[config.mk]
export PLATFORM = sky130hd
export DESIGN_NAME = mem_access_ctrl
export DESIGN_NICKNAME = d
export VERILOG_FILES = /design/src/rtl/mem_access_ctrl.sv
export SDC_FILE = /design/constraint.sdc
export NUM_CORES = 1
export LEC_CHECK = 0
export BUFFER_PORTS_ARGS = -buffer_cell sky130_fd_sc_hd__buf_2
export CAP_MARGIN = 25
export CELL_PAD_IN_SITES_DETAIL_PLACEMENT = 1
export CELL_PAD_IN_SITES_GLOBAL_PLACEMENT = 2
export CORE_UTILIZATION = 29
export CTS_CLUSTER_DIAMETER = 120
export DETAILED_ROUTE_END_ITERATION = 10
export PLACE_DENSITY = 0.77
export SYNTH_ARGS = -nofsm -noshare
export SYNTH_HDL_FRONTEND = slang
export SYNTH_SLANG_ARGS = --single-unit
[constraint.sdc]
create_clock -name clk -period 2 [get_ports clk]
set_clock_uncertainty 0.2 [all_clocks]
set_input_delay 0.1 -clock clk [delete_from_list [all_inputs] [get_ports clk]]
set_output_delay 0.1 -clock clk [all_outputs]
set_load 0.005 [all_outputs]
[src/rtl/mem_access_ctrl.sv]
// Memory access controller: accepts one load or store request at a time and
// runs it against a synchronous single-port RAM with a registered read port.
// Addresses at or above ADDR_LIMIT complete at once with err set and no RAM
// strobe issued.
module mem_access_ctrl #(
  parameter int unsigned ADDR_LIMIT = 512
) (
  input  logic        clk,
  input  logic        clear,
  input  logic        req,
  input  logic        we,
  input  logic [31:0] addr,
  input  logic [31:0] wdata,
  output logic        busy,
  output logic        done,
  output logic        err,
  output logic [31:0] rdata,
  output logic [31:0] mem_addr,
  output logic        mem_read,
  output logic        mem_write,
  output logic [31:0] mem_dout,
  input  logic [31:0] mem_din
);

  typedef enum logic [2:0] {
    IDLE    = 3'd0,
    RD_ADDR = 3'd1,
    RD_CAP  = 3'd2,
    WR      = 3'd3,
    DONE    = 3'd4
  } state_t;

  // Unsigned 32-bit compare, so 0xFFFFFFFF is simply too large and never wraps.
  localparam logic [31:0] LIMIT = 32'(ADDR_LIMIT);

  state_t state;
  state_t next_state;
  logic   in_range;
  logic   accept;

  assign in_range = (addr < LIMIT);
  assign accept   = (state == IDLE) && req;
  assign busy     = (state != IDLE);

  // State register; clear forces IDLE immediately, aborting any access.
  // NOTE: sequential state is updated with non-blocking (<=) assignments so
  // every register samples the pre-edge values of its inputs.
  always_ff @(posedge clk or negedge clear) begin
    if (!clear) state <= IDLE;
    else        state <= next_state;
  end

  // Next-state logic; req is only looked at while IDLE.
  // NOTE: next_state gets a default before the case so every path assigns it
  // and no latch is inferred.
  always_comb begin
    next_state = state;
    unique case (state)
      IDLE: begin
        if (req) begin
          if (!in_range) next_state = DONE;
          else if (we)   next_state = WR;
          else           next_state = RD_ADDR;
        end
      end
      RD_ADDR: next_state = RD_CAP;
      RD_CAP:  next_state = DONE;
      WR:      next_state = DONE;
      DONE:    next_state = IDLE;
      default: next_state = IDLE;
    endcase
  end

  // Registered strobes and status: each is high exactly in the state it
  // belongs to, so they are computed from next_state one edge ahead.
  always_ff @(posedge clk or negedge clear) begin
    if (!clear) begin
      done      <= 1'b0;
      err       <= 1'b0;
      mem_read  <= 1'b0;
      mem_write <= 1'b0;
    end else begin
      done      <= (next_state == DONE);
      err       <= accept && !in_range;
      mem_read  <= (next_state == RD_ADDR);
      mem_write <= (next_state == WR);
    end
  end

  // Request latch: address and store data are held until the next acceptance,
  // including out-of-range ones (no strobe goes with those).
  always_ff @(posedge clk or negedge clear) begin
    if (!clear) begin
      mem_addr <= '0;
      mem_dout <= '0;
    end else if (accept) begin
      mem_addr <= addr;
      mem_dout <= wdata;
    end
  end

  // Load result: RAM Q is valid in RD_CAP, captured on the edge leaving it.
  always_ff @(posedge clk or negedge clear) begin
    if (!clear)                rdata <= '0;
    else if (state == RD_CAP)  rdata <= mem_din;
  end

endmodule

* Word-level counts from Yosys, hierarchy flattened
Cells that the tools add are included.
** Word-level totals
- Register bits :: 103
- Output and inout port bits :: 101
- Logic and storage cells :: 25
** Operators by class
- Order comparisons :: 1
- Equality and inequality tests :: 6
- Mux-type cells :: 4
- Reduce and logical (&&, ||, !) cells :: 6
** Operators with widths (count)
- < comparator 32 x 10 -> 1 bit, second input constant :: 1
- == test 3 x 2 -> 1 bit, second input constant :: 3
- one-hot mux 3 bit (3 select lines) :: 1
- == test 3 x 1 -> 1 bit, second input constant :: 2
- two-way mux 3 bit :: 2
- == test 3 bit, second input constant :: 1
- zero test 3 bit :: 1
- nonzero test 3 bit :: 1
- logical AND 1 bit :: 2
- two-way mux 2 bit :: 1
- OR reduction 2 bit :: 1
- zero test 1 bit :: 1

* Logic depth before layout (Yosys ltp)
- Word-level depth :: 5
- Gate-level depth with buffers :: 5
- Gate-level depth less buffers :: 3

* Worst setup path before layout
Ideal clock, no wire load.
- Path kind :: flip-flop to flip-flop
- Start point :: register state[1]
- End point :: register mem_addr[0]
- Library setup time :: 0.127 ns
- Data arrival time :: 1.378 ns
- Slack :: 0.294 ns
- Cell stages (with the launch flop) :: 5
- Cell sequence :: dfrtp_1 -> nor4b_4 -> buf_4 -> buf_6 -> mux2_1
** On the way
- Cells in the longest elaborated chain, start to end :: 2
** Ends and longest elaborated chain
- start: declaration :: line 36 : state_t state;
- start signal: assignment :: line 50 : else state <= next_state;
- zero test 3 bit :: line 42 : assign accept = (state == IDLE) && req;
- logical AND 1 bit :: line 42
- end signal: assignment :: line 97 : mem_addr <= addr;
- end: declaration :: line 18 : output logic [31:0] mem_addr,
No other way between the ends.
A chain may end at the register's enable or synchronous reset.

* Worst setup path in the final report
- Start point :: input port addr[25]
- End point :: register mem_read
** On the way
- Cells in the longest elaborated chain, start to end :: 5
** Ends and longest elaborated chain
- start: declaration :: line 12 : input logic [31:0] addr,
- < comparator 32 x 10 -> 1 bit :: line 41 : assign in_range = (addr < LIMIT);
- two-way mux 3 bit :: line 61 : if (!in_range) next_state = DONE;
- two-way mux 3 bit :: line 60 : if (req) begin
- one-hot mux 3 bit (3 select lines) :: line 58 : unique case (state)
- == test 3 x 1 -> 1 bit :: line 85 : mem_read <= (next_state == RD_ADDR);
- end signal: assignment :: line 85
- end: declaration :: line 19 : output logic mem_read,
No other way between the ends.

==> load_flow_metrics.sql <==
INSERT INTO impl_metrics (metric_group, metric, value, unit) VALUES
('clock_tree', 'clkSlewWorstSetupHoldPaths', '0.06', 'ns'),
('run_status', 'outcome', 'finished clean', ''),
('placed_design', 'preCtsSetupSlack', '0.1108', 'ns'),
('yosys', 'post_synth_mux_area_share', '27.53', '%'),
('critical_path', 'slowest_stage', 'sky130_fd_sc_hd__dlygate4sd3_1', ''),
('yosys', 'synth_compound_gate_area_share', '0.8286', '%'),
('layout', 'postLayoutCellArea', '6477', 'um^2'),
('sta', 'timing.final.max_slew_violations', '0', ''),
('routing', 'via_count', '3089', ''),
('yosys', 'synth.net_count', '335', ''),
('min_path', 'min_path_cells', '5', ''),
('sta', 'fin_hold_ws', '0.03016', 'ns'),
('placed_design', 'place.gp.congestion', '0.7096', ''),
('routing', 'wirelength', '11030', 'um'),
('global_route', 'globalRouteOverflowTotal', '0', ''),
('layout', 'antenna-diode-count', '0', ''),
('clock_tree', 'cts_sinks', '103', ''),
('sta', 'worst_slew_margin_rel', '63.58', '%'),
('floorplanning', 'core_area', '13240', 'um^2'),
('sta', 'finalSetupViolations', '0', ''),
('sta', 'timing.fmax', '0.5283', 'GHz'),
('yosys', 'ys_seq_area_share', '65.65', '%'),
('sta', 'min_period', '1.893', 'ns'),
('layout', 'layout.cells.most_common_list', 'sky130_fd_sc_hd__buf_2 (199), sky130_fd_sc_hd__dfrtp_1 (103), sky130_fd_sc_hd__dlygate4sd3_1 (100), sky130_fd_sc_hd__mux2_1 (56), sky130_fd_sc_hd__mux2_2 (40)', ''),
('sta', 'unrepaired_setup_endpoints_after_global_routing', 'no', ''),
('global_route', 'grt_pass1_vias', '3540', ''),
('sta', 'finalHoldViolCount', '0', ''),
('critical_path', 'worstPathBufferInverterCount', '4', ''),
('layout', 'final_layout_size_suffix_gt1_share', '48.81', '%'),
('critical_path', 'rr_startpoint', 'state[0]', ''),
('critical_path', 'worst-setup-path-type', 'in2reg', ''),
('layout', 'nets', '641', ''),
('pwr', 'power-per-cell-area', '790.8', 'nW/um^2'),
('yosys', 'synth-seq-cells', '103', ''),
('floorplanning', 'die-width', '118.4', 'um'),
('critical_path', 'start_kind', 'primary input', ''),
('yosys', 'avgSynthCellArea', '16.71', 'um^2'),
('job', 'max_cap_violations', '0', ''),
('critical_path', 'worst_case_reg_to_reg_path_depth', '3', ''),
('floorplanning', 'floorplan.die.height', '118.4', 'um'),
('yosys', 'synthesized_instance_count', '235', ''),
('global_route', 'grt_pass1_wl', '18330', 'um'),
('global_route', 'antenna_found_initial', '0', ''),
('yosys', 'synth.yosys.warnings', '0', ''),
('floorplanning', 'io_pins', '201', ''),
('sta', 'setup_slack', '0.1071', 'ns'),
('layout', 'postLayoutCoreUtil', '48.91', '%'),
('clock_tree', 'tritoncts', 'yes', ''),
('placed_design', 'dp_hpwl', '6636', 'um'),
('yosys', 'post_synth_instance_area', '3926', 'um^2'),
('critical_path', 'timing.critical_path.fanout_max', '6', ''),
('critical_path', 'cp.depth', '7', ''),
('routing', 'drtPass1Iterations', '4', ''),
('sta', 'setup-tns-final', '0', 'ns'),
('critical_path', 'setup.worst_path.end', 'mem_read', ''),
('clock_tree', 'clk_latency', '0.34', 'ns'),
('critical_path', 'r2r-end', 'mem_dout[24]', ''),
('routing', 'drt-vias-per-instance', '4.284', ''),
('clock_tree', 'cts-htree-levels', '3', ''),
('global_route', 'grt_start_max_net_pins', '104', ''),
('clock_tree', 'clock_tree.buffer_depth', '2', ''),
('critical_path', 'worstSetupEndpointType', 'flip-flop', ''),
('clock_tree', 'root_buffer', 'sky130_fd_sc_hd__clkbuf_16', ''),
('critical_path', 'cp.required', '2.08', 'ns'),
('routing', 'routed_wire_length_per_instance', '15.30', 'um'),
('routing', 'antenna_violating_nets_post_route', '0', ''),
('yosys', 'synth_xor_xnor_area_share', '0', '%'),
('yosys', 'synth_simple_gate_area_share', '3.505', '%'),
('critical_path', 'arrival', '1.97', 'ns'),
('layout', 'layout-area-overhead-vs-synth', '64.98', '%'),
('yosys', 'synth_top_family_by_area', 'multiplexers', '');
layout make-up:
| class | instances | area [um^2] |
|---|---|---|
| fillers | 1419 | 6765 |
| clock buffers | 11 | 242.7 |
| flip-flops and latches | 103 | 2577 |
| repair buffers | 306 | 2087 |
| well taps | 176 | 220.2 |
| multi-input cells | 121 | 1280 |
| clock inverters | 4 | 70.07 |
per-stage QoR:
| stage | power, mW | std cells |
|---|---|---|
| 2_1_floorplan | 2.726 | 235 |
| 3_3_place_gp | 3.138 | 604 |
| 3_5_place_dp | 3.166 | 604 |
| 4_1_cts | 5.203 | 719 |
| 5_1_grt | 5.380 | 721 |
| 6_report | 5.122 | 721 |
cells by family (layout without fill, tap and decap cells):
group,after synthesis,in the layout
mux,96,96
compound gates,4,4
flops,103,103
simple gates,21,21
buf+inv,11,321
metal layers:
| layer | share of wire [%] | track usage, % |
|---|---|---|
| met4 | 1.4 | 4.567 |
| met1 | 38 | 18.08 |
| met3 | 7.0 | 6.081 |
| met5 | 0 | 0 |
| met2 | 54 | 30.96 |
registers in the layout, summed over array words and instances (netlist names):
register,count
state,3
rdata,32
mem_dout,32
mem_write,1
err,1
mem_addr,32
done,1
mem_read,1
worst register-to-register path: stages, from the launching register on:
cell and delay (ns):
sky130_fd_sc_hd__dfrtp_1 0.46, sky130_fd_sc_hd__nor4b_4 0.36, sky130_fd_sc_hd__buf_12 0.32, sky130_fd_sc_hd__mux2_1 0.43
how the worst min path moves through the flow:
stage	startpoint	endpoint
3_3_place_gp	clear	mem_dout[6]
4_1_cts	addr[27]	mem_write
2_1_floorplan	clear	done
6_report	addr[29]	mem_write
5_1_grt	addr[29]	mem_write
3_5_place_dp	clear	rdata[11]
what timing repair did:
action	CTS	global route
resized for setup	0	3
hold endpoints to repair	203	0
hold buffers	100	0
buffers inserted	0	2
setup endpoints to repair	0	1
report_power, final:
group          switching [mW]  leakage, nW  total, mW  internal, mW
sequential              0.111         1.25       2.42          2.31
combinational           0.334         1.74      0.859         0.525
clock                   0.720        0.155       1.84          1.12
total                    1.16         3.15       5.12          3.96
cell usage after synthesis:
cell                         n  share of area [%]
sky130_fd_sc_hd__mux2_1     56                 16
sky130_fd_sc_hd__buf_6       6                1.7
sky130_fd_sc_hd__dfrtp_1   103                 66
sky130_fd_sc_hd__nor2b_2     1               0.22
sky130_fd_sc_hd__or2_2       1               0.16
sky130_fd_sc_hd__nand3b_1    1               0.19
sky130_fd_sc_hd__nor2_1      1              0.096
sky130_fd_sc_hd__buf_2       3               0.38
sky130_fd_sc_hd__nor4b_4     1               0.61
sky130_fd_sc_hd__nor3_1      3               0.38
sky130_fd_sc_hd__buf_4       2               0.38
sky130_fd_sc_hd__mux2_2     40                 11
sky130_fd_sc_hd__nor4_1      6               0.96
sky130_fd_sc_hd__o21a_1      1               0.19
sky130_fd_sc_hd__nand2_1     3               0.29
sky130_fd_sc_hd__or3_1       1               0.16
sky130_fd_sc_hd__nand3_1     1               0.13
sky130_fd_sc_hd__nand4_1     1               0.16
sky130_fd_sc_hd__nor2b_1     1               0.16
sky130_fd_sc_hd__o31ai_1     1               0.19
sky130_fd_sc_hd__o31a_1      2               0.45
(Power assumes the default switching activity.)
